`config.mk`:
```
export PLATFORM = sky130hd
export DESIGN_NAME = aux_input_conditioner
export DESIGN_NICKNAME = d
export VERILOG_FILES = /design/src/rtl/aux_input_conditioner_pkg.sv /design/src/rtl/aux_debounce_bit.sv /design/src/rtl/aux_input_conditioner.sv
export SDC_FILE = /design/constraint.sdc
export NUM_CORES = 1
export LEC_CHECK = 0
export ABC_AREA = 1
export CAP_MARGIN = 20
export CORE_UTILIZATION = 60
export DETAILED_ROUTE_END_ITERATION = 6
export GPL_TIMING_DRIVEN = 1
export MAX_ROUTING_LAYER = met4
export PLACE_DENSITY = 0.77
export REMOVE_ABC_BUFFERS = 1
export SYNTH_ARGS = -nofsm -noshare
export SYNTH_HDL_FRONTEND = slang
export SYNTH_SLANG_ARGS = --single-unit
```
`constraint.sdc`:
```
create_clock -name clk -period 1.9 [get_ports clk]
set_input_delay 0.285 -clock clk [delete_from_list [all_inputs] [get_ports clk]]
set_output_delay 0.285 -clock clk [all_outputs]
set_load 0.1 [all_outputs]
```
`src/rtl/aux_input_conditioner_pkg.sv`:
```
// Shared constants and helpers for the auxiliary board-input conditioner.
package aux_input_conditioner_pkg;

  // 10 ms of stable level at the 100 MHz board clock.
  localparam int unsigned DEBOUNCE_CNT = 1_000_000;

  typedef logic [15:0] swt_t;

  function automatic int unsigned cnt_width(input int unsigned n);
    return $clog2(n + 1);
  endfunction

endpackage

```
`src/rtl/aux_debounce_bit.sv`:
```
// One input channel: synchroniser chain followed by a restart-on-agreement debouncer.
module aux_debounce_bit
  import aux_input_conditioner_pkg::*;
#(
  parameter int unsigned DebounceCnt = DEBOUNCE_CNT,
  parameter int unsigned SyncStages  = 2
) (
  input  logic clk,
  input  logic rst_n,
  input  logic din,
  output logic dout
);

  localparam int unsigned      CntW    = cnt_width(DebounceCnt);
  localparam logic [CntW-1:0] CntLast = CntW'(DebounceCnt - 1);

  logic [SyncStages-1:0] sync_q;
  logic                  s;
  logic                  q;
  logic [CntW-1:0]       c;

  assign s    = sync_q[SyncStages-1];
  assign dout = q;

  // Any cycle where the synchronised level agrees with q restarts the count.
  always_ff @(posedge clk or negedge rst_n) begin
    if (!rst_n) begin
      sync_q <= '0;
      q      <= 1'b0;
      c      <= '0;
    end else begin
      sync_q <= {sync_q[SyncStages-2:0], din};
      if (s == q) begin
        c <= '0;
      end else if (c == CntLast) begin
        q <= s;
        c <= '0;
      end else begin
        c <= c + CntW'(1);
      end
    end
  end

endmodule

```
`src/rtl/aux_input_conditioner.sv`:
```
// Debounces the 16 slide switches and the resume button; emits resume and switch-change strobes.
module aux_input_conditioner
  import aux_input_conditioner_pkg::*;
#(
  parameter int unsigned DebounceCnt = DEBOUNCE_CNT,
  parameter int unsigned SyncStages  = 2
) (
  input  logic        clk,
  input  logic        rst_n,
  input  logic        resume_raw,
  input  logic [15:0] swt_raw,
  output logic [15:0] swt,
  output logic        resume_level,
  output logic        resume_pulse,
  output logic        swt_changed
);

  // Bit 16 carries the resume button, bits 15:0 the switches.
  logic [16:0] raw_all;
  logic [16:0] deb_all;

  assign raw_all = {resume_raw, swt_raw};

  for (genvar i = 0; i < 17; i++) begin : gen_chan
    aux_debounce_bit #(
      .DebounceCnt(DebounceCnt),
      .SyncStages (SyncStages)
    ) u_deb (
      .clk  (clk),
      .rst_n(rst_n),
      .din  (raw_all[i]),
      .dout (deb_all[i])
    );
  end

  assign swt          = deb_all[15:0];
  assign resume_level = deb_all[16];

  logic resume_prev_q;
  swt_t swt_prev_q;
  logic resume_pulse_q;
  logic swt_changed_q;

  always_ff @(posedge clk or negedge rst_n) begin
    if (!rst_n) begin
      resume_prev_q  <= 1'b0;
      swt_prev_q     <= '0;
      resume_pulse_q <= 1'b0;
      swt_changed_q  <= 1'b0;
    end else begin
      resume_prev_q  <= resume_level;
      swt_prev_q     <= swt;
      resume_pulse_q <= resume_level & ~resume_prev_q;
      swt_changed_q  <= (swt != swt_prev_q);
    end
  end

  assign resume_pulse = resume_pulse_q;
  assign swt_changed  = swt_changed_q;

endmodule

```
==> Word level (Yosys, flattened, before mapping) <==
Cells that the tools add are included.
{ "word_totals": {"regBits": 410, "inputBits": 19, "wordCells": 177} }
{ "classes": {"add_sub_neg": 17, "eq_ne": 35, "mux": 34, "n_bitwise": 19, "reduce_logical": 17} }
{ "op_table": {"columns": ["operator", "count"], "rows": [
  ["20-bit 2-to-1 mux", 34],
  ["20-bit by 1-bit adder with 20-bit output, second input constant", 17],
  ["20-bit == test, second input constant", 17],
  ["2-bit AND reduction", 17],
  ["1-bit inverter", 18],
  ["1-bit == test", 17],
  ["16-bit inequality test", 1],
  ["1-bit AND", 1]
]} }

==> Longest topological paths before layout <==
{ "depth": {"word_depth": 3, "mapped_depth": 9, "ltp_nobuf": 9} }

==> Hierarchy <==
From an unflattened synthesis, not the netlist that was laid out.
{ "hier_totals": {"hier_cells": 2846, "hier_area_um2": 23508.8} }
{ "by_module_without_submodules": {"columns": ["mod", "instances", "cells_per_inst", "area_each_um2"], "rows": [
  ["aux_debounce_bit", 17, 161, 1335.0],
  ["aux_input_conditioner", 1, 109, 813.3]
]} }

==> Least setup slack after synthesis <==
OpenSTA, ideal clock, no wires.
{ "synth_path": {"path_kind": "reg-to-reg", "startpoint": "register gen_chan[16].u_deb.q", "endpoint": "register gen_chan[16].u_deb.c[14]", "setup_time_ps": 72, "arrival_time_ps": 1608, "slack_ps": 220, "path_stages_with_launch": 4, "cell_sequence": "dfrtp_1 -> xor2_1 -> nand2_2 -> nor2_1"} }
{ "synth_via": {"elab_chain_len": 2} }
{ "synth_lines": {"columns": ["element", "line", "text"], "rows": [
  ["start, declared", "aux_debounce_bit.sv:19", "logic q;"],
  ["start signal, assigned", "aux_debounce_bit.sv:36", "q <= s;"],
  ["1-bit == test", "aux_debounce_bit.sv:33", "if (s == q) begin"],
  ["20-bit 2-to-1 mux", "aux_debounce_bit.sv:33", null],
  ["end signal, assigned", "aux_debounce_bit.sv:39", "c <= c + CntW'(1);"],
  ["end, declared", "aux_debounce_bit.sv:20", "logic [CntW-1:0] c;"]
]} }
No other way between the ends.
A chain may end at the register's enable or synchronous reset.

==> Final worst setup path <==
{ "layout_path": {"startpoint": "register gen_chan[10].u_deb.q", "endpoint": "output swt[10]"} }
{ "layout_rtl": {"columns": ["element", "line", "text"], "rows": [
  ["start, declared", "aux_debounce_bit.sv:19", null],
  ["start signal, assigned", "aux_debounce_bit.sv:36", null],
  ["end, declared", "aux_input_conditioner.sv:12", "output logic [15:0] swt,"]
]} }
No word-level cell between the ends.

==> out/qor.yml <==
switching_power_mw: 3.92
nets: 2842
ys_seq_area_share_pct: 47.4
synth_mux_area_share_pct: 0
holdCritPathClass: "input port to register"
route.detailed.vias_per_inst: 5.24
top_layer_used: "met4"
pin_count_of_the_biggest_net_entering_global_routing: 74
floorplan.die_area_sq_um: 36800
post_synth_and_or_nand_nor_area_fraction_pct: 35.2
clock_tree.htree_level_count: 2
rsz0062_at_grt: "false"
comb_power_share_pct: 3.4
fraction_of_final_layout_cells_sized_beyond_drive_strength_1_pct: 9.73
final.setup.worst_slack_ps: 265
worst_ep_arrival_time_ps: 1350
mostFrequentLayoutCell: "nor2_1"
layout_common_cells: "nor2_1 (729), nand2_1 (509), dfrtp_1 (410)"
final.min_clock_period_ps: 1640
wire_per_inst_um: 13.1
fp.dieW_um: 192
first_pass_iters: 5
vdd_ir_drop_max_v: 0.000919
clock-sinks: 410
critPathCaptureType: "primary output"
max_stage_delay_ps: 560
worst_path_dominant_cell_family: "flip-flops"
clkPwrFrac_pct: 47.5
yosys.cell_types.count: 38
die_y_um: 192
number_of_warnings_issued_by_yosys: 0
sequential_share_of_power_pct: 49.2
setup.worst_path.class: "register to primary output"
synth_adder_area_share_pct: 0.983
tightest_pin_transition_ps: 454
setup-tns-final_ps: 0
core_area_sq_um: 35500
synthTopCellsByArea: "dfrtp_1 (47%), nor2_1 (13%), nand2_1 (8.8%)"
met3WireLength_mm: 1.77
worst_skew_pair.late_latency_ps: 560
fillers: 2816
initialDrtViolationCount: 811
post-place-ws_ps: 339
ys_ff_latch: 410
hold_viol: 0
setup-violations-final: 0
number_of_standard_cells_after_synthesis: 2728
timing.critical_path.required_ps: 1620
outcome: "complete, no violations"
top_fanout_value_on_the_critical_path: 5
gp_congestion: 0.937
maxSlewHeadroom_pct: 69.6
length_of_routed_met2_wiring_mm: 20.3
num_antenna_cells: 0
drt.antenna.violating_nets: 0
finClkSkew_ps: 12.7
synth.avg_cell_area_sq_um: 7.93
gr-usage-all-layers_pct: 25.4
cp_cell_sequence: "buf_12"
port-buffer-count: 37
cap_violations: 0
initial_utilization_pct: 61.0
grt_pass1_wl_mm: 75.3
routed_wirelength_mm: 43.1
syn-cell-area_sq_um: 21600
antenna_violations_before_repair: 0
cts-root-buf: "clkbuf_16"
final_min_period_over_clock_period_pct: 86.1
netlist.top_cell.by_area: "dfrtp_1"
rows: 69
io-pin-count: 38
synth_xor_area_share_pct: 8.43
cts_tree: "yes"
final.hold.worst_slack_ps: 157
globalRouteOverflowTotal: 0
power_leakage_nw: 10.4
max_freq_mhz: 611
ff_latch_area_sq_um: 10300
largest_family_of_logic_cells_by_synthesized_area: "simple AND/OR/NAND/NOR gates"
inserted_clock_buffers: 45
areaGrowthSynthToFinish_pct: 12.1
cpMaxStageDelayCell: "dfrtp_1"
compound_gate_fraction_of_synth_area_pct: 2.52
half_perimeter_wire_length_after_detailed_placement_mm: 31.2
wl_met1_mm: 19.9
synth.top_cell.area_share_pct: 47.4
path_buf_inv: 1
number_of_global_route_vias_before_repair: 16700
internal_power_mw: 14.3
route.vias.total: 17300
drv_slew: 0
reg2reg_slack_ps: 350
cts_max_path_buffers: 3
drc: 0
pwr_density_cell_nw_per_um2: 751
startpoint_type: "register"
clkSlewWorstSetupHoldPaths_ps: 60
multi_input_area_sq_um: 10200
switching_share_pct: 21.5
## Yosys cell counts
library cell and number:
xor2_2 8, a31oi_1 1, nand3b_1 12, o21ai_0 29, buf_2 5, dfrtp_1 410, xnor2_1 76, or2_1 1
xor2_1 108, buf_4 16, nand2_2 31, nand2_1 509, a21oi_4 4, nor3_2 3, nor3_1 39, a21oi_2 1
or2_2 5, nor2_1 729, nor2_4 22, ha_1 17, inv_2 23, inv_4 1, o21ai_1 11, buf_6 2
and2_1 8, xnor2_2 5, nor2_2 40, a21oi_1 44, nand3_4 1, o21bai_1 6, nand3_1 241, nand3_2 19
nor3b_2 4, inv_1 245, nand4_1 32, nor3b_1 13, nor4_1 1, nor3_4 6
## power groups by stage
| stage | logic [mW] | clock network, mW | registers (mW) |
|---|---|---|---|
| floorplan | 0.295 | 0 | 9.09 |
| global placement | 0.611 | 0 | 9.10 |
| detailed placement | 0.630 | 0 | 9.11 |
| CTS | 0.636 | 8.87 | 8.95 |
| global route | 0.717 | 9.21 | 8.96 |
| finish | 0.611 | 8.64 | 8.95 |
## routing by layer
layer / global-route usage [%] / vias to the layer above
li1: - / 8707
met1: 33.4 / 8116
met2: 40.6 / 356
met3: 3.20 / 90
met4: 9.34 / 0
met5: - / -
## cell families (layout without fill, tap and decap cells)
kind of cell | after synthesis | count (layout)
DFF | 410 | 410
xor gates and xnor gates | 197 | 197
buffers and inverters | 292 | 401
adders and majority gates | 17 | 17
and+or+nand+nor | 1716 | 1716
AOI/OAI and AO/OA | 96 | 96
## final cells by class
cell class              instances  share of cell area, %
inverters                     269                   4.18
well taps                     461                   2.38
repair buffers                 54                   2.97
clock inverters                12                  0.614
clock buffers                  66                   5.48
flip-flops and latches        410                   42.3
multi-input cells            2026                   42.0
## repair_timing
action                                 4_1_cts  5_1_grt
buffers inserted                             0        0
hold buffers                                 1        0
setup endpoints to repair                    0        0
resized for setup                            0        0
endpoints found under the hold margin       73        0
## worst paths after layout
kind | cells past startpoint | start | endpoint
max | 1 | gen_chan[10].u_deb.dout$_DFFE_PN0P_ | swt[10]
min | 1 | resume_raw | gen_chan[16].u_deb.sync_q[0]$_DFF_PN0_
max reg2reg | 6 | gen_chan[14].u_deb.c[0]$_DFF_PN0_ | gen_chan[14].u_deb.c[9]$_DFF_PN0_
min reg2reg | 0 | gen_chan[16].u_deb.sync_q[0]$_DFF_PN0_ | gen_chan[16].u_deb.sync_q[1]$_DFF_PN0_
max in group asynchronous | 3 | rst_n | gen_chan[4].u_deb.c[10]$_DFF_PN0_
min in group asynchronous | 2 | rst_n | gen_chan[3].u_deb.c[4]$_DFF_PN0_
## flip-flops by register name, indices dropped and copies added (netlist names)
name                   flops
swt_changed                1
gen_chan.u_deb.c         340
resume_prev_q              1
gen_chan.u_deb.sync_q     34
gen_chan.u_deb.dout       17
swt_prev_q                16
resume_pulse               1
## through the flow
step                      cells  utilization (%)  area [sq um]  power, mW
final                      3298             68.3         24200       18.2
after global routing       3298             68.3         24200       18.9
after CTS                  3298             68.3         24200       18.5
after detailed placement   3219             64.1         22700       9.74
after global placement     3219             64.1         22700       9.71
after floorplan            2705                -         21500       9.38
No activity file was read; power rests on OpenSTA's default activity.
